==> src/rtl/hazard_pkg.sv <==
// Shared types and constants for the pipeline hazard / forwarding unit.
package hazard_pkg;

  localparam int unsigned FWD_W = 2;

  typedef enum logic [1:0] {
    RUN   = 2'd0,
    MULTI = 2'd1,
    HALT  = 2'd2
  } state_e;

  localparam logic [FWD_W-1:0] FWD_RF = 2'b00;
  localparam logic [FWD_W-1:0] FWD_EM = 2'b01;
  localparam logic [FWD_W-1:0] FWD_MW = 2'b10;

endpackage

==> src/rtl/hazard_fwd_unit_if.sv <==
// Pipeline-side bundle of hazard inputs and stage-control / forwarding outputs.
interface hazard_fwd_unit_if #(
  parameter int unsigned REG_AW = 3,
  parameter int unsigned CNT_W  = 16
);

  logic [1:0]                      pc_src;
  logic                            halt;
  logic [REG_AW-1:0]               id_rs, id_rt;
  logic                            id_rs_used, id_rt_used;
  logic [REG_AW-1:0]               ex_rs, ex_rt, ex_rd;
  logic                            ex_reg_write, ex_mem_read, ex_multi;
  logic [REG_AW-1:0]               mem_rd;
  logic                            mem_reg_write;
  logic [REG_AW-1:0]               wb_rd;
  logic                            wb_reg_write;
  logic                            imem_busy, dmem_busy;

  logic                            pc_hold, fd_hold, de_hold;
  logic                            fd_nop, de_nop, em_nop;
  logic [hazard_pkg::FWD_W-1:0]    fwd_a, fwd_b;
  logic                            halted;
  logic [CNT_W-1:0]                stall_cycles;

  modport master (
    output pc_src, halt, id_rs, id_rt, id_rs_used, id_rt_used,
           ex_rs, ex_rt, ex_rd, ex_reg_write, ex_mem_read, ex_multi,
           mem_rd, mem_reg_write, wb_rd, wb_reg_write, imem_busy, dmem_busy,
    input  pc_hold, fd_hold, de_hold, fd_nop, de_nop, em_nop,
           fwd_a, fwd_b, halted, stall_cycles
  );

  modport slave (
    input  pc_src, halt, id_rs, id_rt, id_rs_used, id_rt_used,
           ex_rs, ex_rt, ex_rd, ex_reg_write, ex_mem_read, ex_multi,
           mem_rd, mem_reg_write, wb_rd, wb_reg_write, imem_busy, dmem_busy,
    output pc_hold, fd_hold, de_hold, fd_nop, de_nop, em_nop,
           fwd_a, fwd_b, halted, stall_cycles
  );

endinterface

==> src/rtl/hazard_stall_ctr.sv <==
// Saturating counter of cycles in which the PC was held.
module hazard_stall_ctr #(
  parameter int unsigned CNT_W = 16
) (
  input  logic             clk,
  input  logic             rst,
  input  logic             inc,
  output logic [CNT_W-1:0] count
);

  always_ff @(posedge clk) begin
    if (rst) begin
      count <= '0;
    end else if (inc && (count != '1)) begin
      count <= count + CNT_W'(1);
    end
  end

endmodule

==> src/rtl/hazard_fwd_unit.sv <==
// Hazard detection, stall/flush sequencing and ALU operand forwarding for a
// five-stage pipeline with a multicycle EX unit.
module hazard_fwd_unit
  import hazard_pkg::*;
#(
  parameter int unsigned REG_AW   = 3,
  parameter int unsigned MUL_LAT  = 4,
  parameter int unsigned CNT_W    = 16,
  parameter int unsigned ZERO_REG = 0
) (
  input  logic             clk,
  input  logic             rst,
  hazard_fwd_unit_if.slave bus
);

  localparam int unsigned          MCNT_W    = (MUL_LAT > 2) ? $clog2(MUL_LAT) : 1;
  localparam logic [MCNT_W-1:0]    MCNT_LOAD = MCNT_W'(MUL_LAT - 2);

  state_e            state, state_n, cur;
  logic [MCNT_W-1:0] mcnt, mcnt_n, mcnt_cur;
  logic              taken, load_use;
  logic              pc_hold_c, fd_hold_c, de_hold_c;
  logic              fd_nop_c, de_nop_c, em_nop_c;
  logic [FWD_W-1:0]  fwd_a_c, fwd_b_c;

  // Destination y matches source x unless y is a hardwired zero register.
  function automatic logic reg_match(input logic [REG_AW-1:0] x, input logic [REG_AW-1:0] y);
    return (x == y) && !((ZERO_REG != 0) && (y == '0));
  endfunction

  // The reset cycle is evaluated as if already in RUN.
  assign cur      = rst ? RUN : state;
  assign mcnt_cur = rst ? '0  : mcnt;

  assign taken    = bus.pc_src[1];
  assign load_use = bus.ex_mem_read && bus.ex_reg_write &&
                    ((bus.id_rs_used && reg_match(bus.id_rs, bus.ex_rd)) ||
                     (bus.id_rt_used && reg_match(bus.id_rt, bus.ex_rd)));

  always_comb begin
    fwd_a_c = FWD_RF;
    fwd_b_c = FWD_RF;
    if (bus.mem_reg_write && reg_match(bus.ex_rs, bus.mem_rd))      fwd_a_c = FWD_EM;
    else if (bus.wb_reg_write && reg_match(bus.ex_rs, bus.wb_rd))   fwd_a_c = FWD_MW;
    if (bus.mem_reg_write && reg_match(bus.ex_rt, bus.mem_rd))      fwd_b_c = FWD_EM;
    else if (bus.wb_reg_write && reg_match(bus.ex_rt, bus.wb_rd))   fwd_b_c = FWD_MW;
  end

  // Next-state and stage-control decode in priority order.
  always_comb begin
    state_n   = cur;
    mcnt_n    = mcnt_cur;
    pc_hold_c = 1'b0;
    fd_hold_c = 1'b0;
    de_hold_c = 1'b0;
    fd_nop_c  = 1'b0;
    de_nop_c  = 1'b0;
    em_nop_c  = 1'b0;
    if (cur == HALT) begin
      pc_hold_c = 1'b1;
      fd_hold_c = 1'b1;
      de_hold_c = 1'b1;
      fd_nop_c  = 1'b1;
    end else if (bus.dmem_busy) begin
      pc_hold_c = 1'b1;
      fd_hold_c = 1'b1;
      de_hold_c = 1'b1;
    end else begin
      if (taken) begin
        fd_nop_c = 1'b1;
        de_nop_c = 1'b1;
        em_nop_c = 1'b1;
        state_n  = RUN;
        mcnt_n   = '0;
      end else if (cur == MULTI) begin
        if (mcnt_cur != '0) begin
          pc_hold_c = 1'b1;
          fd_hold_c = 1'b1;
          de_hold_c = 1'b1;
          em_nop_c  = 1'b1;
          mcnt_n    = mcnt_cur - MCNT_W'(1);
        end else begin
          state_n = RUN;
        end
      end else if (bus.ex_multi) begin
        pc_hold_c = 1'b1;
        fd_hold_c = 1'b1;
        de_hold_c = 1'b1;
        em_nop_c  = 1'b1;
        mcnt_n    = MCNT_LOAD;
        state_n   = MULTI;
      end else if (load_use) begin
        pc_hold_c = 1'b1;
        fd_hold_c = 1'b1;
        de_nop_c  = 1'b1;
      end else if (bus.imem_busy) begin
        pc_hold_c = 1'b1;
        fd_nop_c  = 1'b1;
      end
      if ((cur == RUN) && bus.halt) begin
        state_n = HALT;
        mcnt_n  = '0;
      end
    end
  end

  always_ff @(posedge clk) begin
    if (rst) begin
      state <= RUN;
      mcnt  <= '0;
    end else begin
      state <= state_n;
      mcnt  <= mcnt_n;
    end
  end

  hazard_stall_ctr #(.CNT_W(CNT_W)) u_stall_ctr (
    .clk   (clk),
    .rst   (rst),
    .inc   (pc_hold_c),
    .count (bus.stall_cycles)
  );

  assign bus.pc_hold = pc_hold_c;
  assign bus.fd_hold = fd_hold_c;
  assign bus.de_hold = de_hold_c;
  assign bus.fd_nop  = fd_nop_c;
  assign bus.de_nop  = de_nop_c;
  assign bus.em_nop  = em_nop_c;
  assign bus.fwd_a   = fwd_a_c;
  assign bus.fwd_b   = fwd_b_c;
  assign bus.halted  = (cur == HALT);

endmodule

==> src/flat_wrapper.sv <==
// flat-port wrapper written by rule: the top's interface ports become plain ports
module hazard_fwd_unit_flat import hazard_pkg::*;
#(
  parameter int unsigned REG_AW   = 3,
  parameter int unsigned MUL_LAT  = 4,
  parameter int unsigned CNT_W    = 16,
  parameter int unsigned ZERO_REG = 0
)
  (clk, rst, bus_pc_src, bus_halt, bus_id_rs, bus_id_rt, bus_id_rs_used, bus_id_rt_used, bus_ex_rs, bus_ex_rt, bus_ex_rd, bus_ex_reg_write, bus_ex_mem_read, bus_ex_multi, bus_mem_rd, bus_mem_reg_write, bus_wb_rd, bus_wb_reg_write, bus_imem_busy, bus_dmem_busy, bus_pc_hold, bus_fd_hold, bus_de_hold, bus_fd_nop, bus_de_nop, bus_em_nop, bus_fwd_a, bus_fwd_b, bus_halted, bus_stall_cycles);
  hazard_fwd_unit_if #(.REG_AW(REG_AW), .CNT_W(CNT_W)) bus_i ();
  input  logic clk;
  input  logic rst;
  input wire logic [$bits(bus_i.pc_src)-1:0] bus_pc_src;
  input wire logic [$bits(bus_i.halt)-1:0] bus_halt;
  input wire logic [$bits(bus_i.id_rs)-1:0] bus_id_rs;
  input wire logic [$bits(bus_i.id_rt)-1:0] bus_id_rt;
  input wire logic [$bits(bus_i.id_rs_used)-1:0] bus_id_rs_used;
  input wire logic [$bits(bus_i.id_rt_used)-1:0] bus_id_rt_used;
  input wire logic [$bits(bus_i.ex_rs)-1:0] bus_ex_rs;
  input wire logic [$bits(bus_i.ex_rt)-1:0] bus_ex_rt;
  input wire logic [$bits(bus_i.ex_rd)-1:0] bus_ex_rd;
  input wire logic [$bits(bus_i.ex_reg_write)-1:0] bus_ex_reg_write;
  input wire logic [$bits(bus_i.ex_mem_read)-1:0] bus_ex_mem_read;
  input wire logic [$bits(bus_i.ex_multi)-1:0] bus_ex_multi;
  input wire logic [$bits(bus_i.mem_rd)-1:0] bus_mem_rd;
  input wire logic [$bits(bus_i.mem_reg_write)-1:0] bus_mem_reg_write;
  input wire logic [$bits(bus_i.wb_rd)-1:0] bus_wb_rd;
  input wire logic [$bits(bus_i.wb_reg_write)-1:0] bus_wb_reg_write;
  input wire logic [$bits(bus_i.imem_busy)-1:0] bus_imem_busy;
  input wire logic [$bits(bus_i.dmem_busy)-1:0] bus_dmem_busy;
  output wire logic [$bits(bus_i.pc_hold)-1:0] bus_pc_hold;
  output wire logic [$bits(bus_i.fd_hold)-1:0] bus_fd_hold;
  output wire logic [$bits(bus_i.de_hold)-1:0] bus_de_hold;
  output wire logic [$bits(bus_i.fd_nop)-1:0] bus_fd_nop;
  output wire logic [$bits(bus_i.de_nop)-1:0] bus_de_nop;
  output wire logic [$bits(bus_i.em_nop)-1:0] bus_em_nop;
  output wire logic [$bits(bus_i.fwd_a)-1:0] bus_fwd_a;
  output wire logic [$bits(bus_i.fwd_b)-1:0] bus_fwd_b;
  output wire logic [$bits(bus_i.halted)-1:0] bus_halted;
  output wire logic [$bits(bus_i.stall_cycles)-1:0] bus_stall_cycles;
  assign bus_i.pc_src = bus_pc_src;
  assign bus_i.halt = bus_halt;
  assign bus_i.id_rs = bus_id_rs;
  assign bus_i.id_rt = bus_id_rt;
  assign bus_i.id_rs_used = bus_id_rs_used;
  assign bus_i.id_rt_used = bus_id_rt_used;
  assign bus_i.ex_rs = bus_ex_rs;
  assign bus_i.ex_rt = bus_ex_rt;
  assign bus_i.ex_rd = bus_ex_rd;
  assign bus_i.ex_reg_write = bus_ex_reg_write;
  assign bus_i.ex_mem_read = bus_ex_mem_read;
  assign bus_i.ex_multi = bus_ex_multi;
  assign bus_i.mem_rd = bus_mem_rd;
  assign bus_i.mem_reg_write = bus_mem_reg_write;
  assign bus_i.wb_rd = bus_wb_rd;
  assign bus_i.wb_reg_write = bus_wb_reg_write;
  assign bus_i.imem_busy = bus_imem_busy;
  assign bus_i.dmem_busy = bus_dmem_busy;
  assign bus_pc_hold = bus_i.pc_hold;
  assign bus_fd_hold = bus_i.fd_hold;
  assign bus_de_hold = bus_i.de_hold;
  assign bus_fd_nop = bus_i.fd_nop;
  assign bus_de_nop = bus_i.de_nop;
  assign bus_em_nop = bus_i.em_nop;
  assign bus_fwd_a = bus_i.fwd_a;
  assign bus_fwd_b = bus_i.fwd_b;
  assign bus_halted = bus_i.halted;
  assign bus_stall_cycles = bus_i.stall_cycles;
  hazard_fwd_unit #(.REG_AW(REG_AW), .MUL_LAT(MUL_LAT), .CNT_W(CNT_W), .ZERO_REG(ZERO_REG)) u_core (.clk(clk), .rst(rst), .bus(bus_i));
endmodule
==> config.mk <==
export PLATFORM = sky130hd
export DESIGN_NAME = hazard_fwd_unit_flat
export DESIGN_NICKNAME = d
export VERILOG_FILES = /design/src/rtl/hazard_pkg.sv /design/src/rtl/hazard_fwd_unit_if.sv /design/src/rtl/hazard_stall_ctr.sv /design/src/rtl/hazard_fwd_unit.sv /design/src/flat_wrapper.sv
export SDC_FILE = /design/constraint.sdc
export NUM_CORES = 1
export LEC_CHECK = 0
export ABC_AREA = 1
export BUFFER_PORTS_ARGS = -buffer_cell sky130_fd_sc_hd__buf_4
export CAP_MARGIN = 10
export CORE_MARGIN = 10
export CORE_UTILIZATION = 37
export CTS_BUF_LIST = sky130_fd_sc_hd__clkbuf_16
export CTS_CLUSTER_SIZE = 20
export DETAILED_ROUTE_END_ITERATION = 10
export GPL_TIMING_DRIVEN = 0
export PLACE_DENSITY = 0.73
export SETUP_SLACK_MARGIN = 0.02
export SLEW_MARGIN = 20
export SYNTH_ARGS = -nofsm -noshare
export SYNTH_HDL_FRONTEND = slang
export SYNTH_SLANG_ARGS = --single-unit
==> constraint.sdc <==
create_clock -name clk -period 2.5 [get_ports clk]
set_clock_uncertainty 0.05 [all_clocks]
set_input_delay 0.25 -clock clk [delete_from_list [all_inputs] [get_ports clk]]
set_output_delay 0.25 -clock clk [all_outputs]
set_load 0.05 [all_outputs]
# Word level (Yosys, flattened, before mapping)
# Index checks and enable logic that the tools add are counted.
totals:
  word_cells: 80
  register_bits: 20
  input_bits: 35
op_classes:
  reduce_logical: 13
  eq_ne: 9
  n_addsub: 2
  muxes: 53
op_table:
  columns: ["cell", "count"]
  rows:
  - ["$mux W2", 20]
  - ["$mux W1", 33]
  - ["$eq A3 B3 Y1", 6]
  - ["$add A16 B1 Y16 const B", 1]
  - ["$ne A16 B16 Y1 const B", 1]
  - ["$logic_and A1 B1 Y1", 10]
  - ["$eq A2 B1 Y1 const B", 1]
  - ["$eq A2 B2 Y1 const B", 1]
  - ["$logic_not A2 Y1", 1]
  - ["$reduce_bool A2 Y1", 1]
  - ["$sub A2 B1 Y2 const B", 1]
  - ["$logic_or A1 B1 Y1", 1]

# Logic depth before layout (Yosys ltp)
logic_depth:
  depth_word: 11
  depth_mapped: 14

# By module
# Synthesis repeated with hierarchy kept, for this count alone.
unflattened:
  hier_cells: 279
  hier_area_um2: 1646.6
modules_own_cells:
  columns: ["mod", "cells_each", "area_per_inst_um2", "n_inst", "seq_area_each_um2"]
  rows:
  - ["hazard_stall_ctr", 158, 973.4, 1, 320.3]
  - ["hazard_fwd_unit", 121, 673.1, 1, 80.1]

# Least setup slack after synthesis
# No wires, ideal clock.
synth_timing:
  path_kind: "input-to-output"
  from: "input port bus_ex_rs[0]"
  to: "output port bus_fwd_a[1]"
  arrival_ps: 3918
  setup_slack_ps: -1718
  stages: 4
  path_cell_list: "inv_1 -> o21ai_0 -> a2111oi_0 -> nor3_1"
synth_between:
  elab_chain_len: 4
  word_cells_on_any_way: 6
  cone_classes: "eq/ne (2); mux (2); reduce/logical (2)"
synth_lines:
  columns: ["element", "line", "source"]
  rows:
  - ["start: declaration", "flat_wrapper.sv:19", "input wire logic [$bits(bus_i.ex_rs)-1:0] bus_ex_rs;"]
  - ["$eq A3 B3 Y1", "hazard_fwd_unit.sv:28", "return (x == y) && !((ZERO_REG != 0) && (y == '0));"]
  - ["$logic_and A1 B1 Y1", "hazard_fwd_unit.sv:44", "else if (bus.wb_reg_write && reg_match(bus.ex_rs, bus.wb_rd)) fwd_a_c = FWD_MW;"]
  - ["$mux W2", "hazard_fwd_unit.sv:44", null]
  - ["$mux W2 *", "hazard_fwd_unit.sv:43", "if (bus.mem_reg_write && reg_match(bus.ex_rs, bus.mem_rd)) fwd_a_c = FWD_EM;"]
  - ["end: declaration", "flat_wrapper.sv:37", "output wire logic [$bits(bus_i.fwd_a)-1:0] bus_fwd_a;"]
# Every way passes the cells marked *; elsewhere a longest branch is shown, timed or not.

# Worst setup path in the final report
layout_timing:
  from: "register u_core.state[0]"
  to: "output port bus_pc_hold"
layout_between:
  elab_chain_len: 6
  word_cells_on_any_way: 7
  cone_classes: "eq/ne (2); mux (5)"
layout_lines:
  columns: ["element", "line", "source"]
  rows:
  - ["start: declaration", "hazard_fwd_unit.sv:19", "state_e state, state_n, cur;"]
  - ["start signal: assignment", "hazard_fwd_unit.sv:112", "state <= state_n;"]
  - ["$mux W2 *", "hazard_fwd_unit.sv:32", "assign cur = rst ? RUN : state;"]
  - ["$eq A2 B1 Y1", "hazard_fwd_unit.sv:75", "end else if (cur == MULTI) begin"]
  - ["$mux W1", "hazard_fwd_unit.sv:75", null]
  - ["$mux W1", "hazard_fwd_unit.sv:69", "if (taken) begin"]
  - ["$mux W1", "hazard_fwd_unit.sv:64", "end else if (bus.dmem_busy) begin"]
  - ["$mux W1 *", "hazard_fwd_unit.sv:59", "if (cur == HALT) begin"]
  - ["end: declaration", "flat_wrapper.sv:31", "output wire logic [$bits(bus_i.pc_hold)-1:0] bus_pc_hold;"]
# Marks and branches as above.

==> results.toml <==
[synthesis]
synth_xor_area_share_pct = 8.74
synth_flop_cell = "dfxtp_1"
synth_top_family_by_area = "simple AND/OR/NAND/NOR gates"
async_flop_share_pct = 0
synthAdderAreaFrac_pct = 0.735
yosys_warnings = 0
synth_mux_area_share_pct = 0
synth.cell_area_mm2 = 0.00170
ys_types = 34
ys_ff_latch = 20
syn_inst = 255
syn_area_per_cell_um2 = 6.68
synth_nets = 291
synth_edf_count = 0
synthSimpleGateAreaFrac_pct = 40.0
synth_compound_area_share_pct = 13.2
synth-seq-area-share_pct = 23.5

[cts]
numCtsBuffers = 3
tritoncts = "yes"
numClockSinks = 20
cts_buffer_depth = 2
cts-root-buf = "clkbuf_16"
postCtsSetupBuffers = 0
ctsResizeCount = 0
clkLatencyLatePin_ns = 0.25
htree_levels = 1
cts.clk_slew.worst_paths_ns = 0.05
cts_hold_buf = 0

[hold_path]
holdPathEnd = "u_core.u_stall_ctr.count[8]"
hold_depth = 3
hp-class = "primary input to register"
hp-start = "rst"

[critical_path]
endpoint_kind = "primary output"
crit_type = "register to primary output"
start_kind = "register"
critPathMaxFanout = 10
crit_arrival_ns = 1.91
rrSetupSlack_ns = 0.33
r2r_end = "u_core.u_stall_ctr.count[3]"
regToRegStartpoint = "u_core.u_stall_ctr.count[0]"
worstPathRequired_ns = 2.20
rr_worst_depth = 10
cp-startpoint = "u_core.state[0]"

[global_route]
antenna_found_initial = 0
grt_pass1_wl_um = 7780
busiest_layer = "met2"
grt_pass1_vias = 1780
grtUsageMet1_pct = 13.4
use_met3_pct = 2.97
grt_util_met2_pct = 21.3
grtUsageTotal_pct = 11.9
grt_start_max_net_pins = 12
grt_overflow = 0

[placement]
hpwl_um = 3820
io_buffers = 60
gp_congestion = 0.823
pre_cts_slack_ns = 0.348

[timing]
rsz0062_at_grt = "false"
finalSetupViolCount = 0
period_share_pct = 88.5
worst_pin_slew_ns = 0.334
max_freq_ghz = 0.452
drv_slew = 0
max_slew_margin_pct = 77.6
worst_slack_ns = 0.289
period_needed_ns = 2.21
finalHoldViolCount = 0
setup-tns-final_ns = 0

[power]
clkPwrFrac_pct = 35.4
ir_drop_v = 0.000226
p_seq_share_pct = 36.0
switching_share_pct = 31.3
p_switching_mw = 0.293
p_per_area_mw_per_mm2 = 406
p_int_mw = 0.644
leakage_nw = 1.11
combPwrFrac_pct = 28.6

[drt]
drt_drc_violations_left = 0
via_per_inst = 4.83
drt_iter0_markers = 87
ant_nets = 0
via_count = 1793
drt_wl_total_um = 4670
drt-pass1-iter-count = 4
routedWlPerCell_um = 12.6

[die]
die_area_mm2 = 0.00772
die_x_um = 87.8
die_y_um = 87.8
num_rows = 24
core_area_mm2 = 0.00441
initial_utilization_pct = 38.6
ios = 62

[final_layout]
num-fill-cells = 443
seqCellArea_um2 = 400
multi_input_area_mm2 = 0.00108
nNetsFinal = 356
fin_util_pct = 52.3
drive_gt1_share_pct = 32.3
layout_commonest_cell = "buf_4"
antenna_cells = 0
mostFrequentLayoutCells = "60 x buf_4, 55 x nand2_1, 31 x nor2_1, 31 x inv_1, 24 x nand3_1"
area_delta_synth_final_pct = 35.6

[run_status]
outcome = "complete, no violations"

[run]
maxCapViolations = 0
[routing by layer]
| metal | routed length [um] | part of all wire, % | vias to the layer above |
|---|---|---|---|
| met5 | 0 | 0 | - |
| met1 | 2040 | 44 | 801 |
| met3 | 267 | 5.7 | 5 |
| li1 | - | - | 949 |
| met4 | 63 | 1.3 | 0 |
| met2 | 2300 | 49 | 38 |
[area by class of cell]
type                       instances  share of cell area [%]
multi-input combinational        191                    46.7
timing repair buffer              60                    19.5
sequential                        20                    17.3
inverter                          39                    7.64
clock buffer                       3                    3.25
tap                               52                    2.82
buffer                             5                    2.55
clock inverter                     1                   0.163
[synthesized netlist by cell type (all sizes together) (2+ instances only)]
cell type  count  area (um2)
nor4           2        12.5
nand3         27         158
nor3           9        72.6
dfxtp         20         400
bufinv         2        35.0
xor2          12         105
nor2          31         116
a21oi         18         128
xnor2          5        43.8
nand4          6        52.6
a2111oi        2        17.5
inv           37         141
buf            5        58.8
nand2         62         255
o21ai         10        50.1
[state kept, by name, summed over array words and instances (netlist names)]
register,count
u_core.mcnt,2
u_core.state,2
u_core.u_stall_ctr.count,16
[power by group through the flow]
stage / Combinational, mW / Clock, mW / Sequential, mW
2_1_floorplan: 0.151 / 0 / 0.361
4_1_cts: 0.270 / 0.337 / 0.338
6_report: 0.268 / 0.332 / 0.338
3_5_place_dp: 0.270 / 0 / 0.345
3_3_place_gp: 0.266 / 0 / 0.344
5_1_grt: 0.293 / 0.347 / 0.339
[critical path, cell delays in order (launching register included)]
cell and delay [ns]:
dfxtp_1 0.30, inv_1 0.04, nor2_1 0.15, nand2_1 0.14, nor3_1 0.24, nor2_1 0.12, nand2_1 0.11, nand3_4 0.17
buf_6 0.20, buf_4 0.19
[per-stage QoR]
step | area [um2] | hold slack (ns) | power (mW) | cells
CTS | 2310 | 0.240 | 0.945 | 371
floorplan | 1720 | 0.375 | 0.512 | 255
finish | 2310 | 0.240 | 0.937 | 371
detailed placement | 2230 | 0.450 | 0.614 | 367
global placement | 2230 | 0.448 | 0.611 | 367
global route | 2310 | 0.256 | 0.979 | 371
[logic make-up after synthesis]
logic type,Yosys count
flops,20
simple gates,139
xor+xnor,17
compound gates,34
buf+inv,44
fa+ha+maj,1
[worst max path at each step]
stage	end	slack (ns)	cells after the start
floorplan	bus_fwd_a[1]	0.08	4
global placement	u_core.u_stall_ctr.count[2]	0.37	10
detailed placement	u_core.u_stall_ctr.count[2]	0.35	10
CTS	bus_pc_hold	0.30	9
global route	bus_pc_hold	0.14	9
finish	bus_pc_hold	0.29	9
Note: power is estimated with default switching activity, not from simulation.
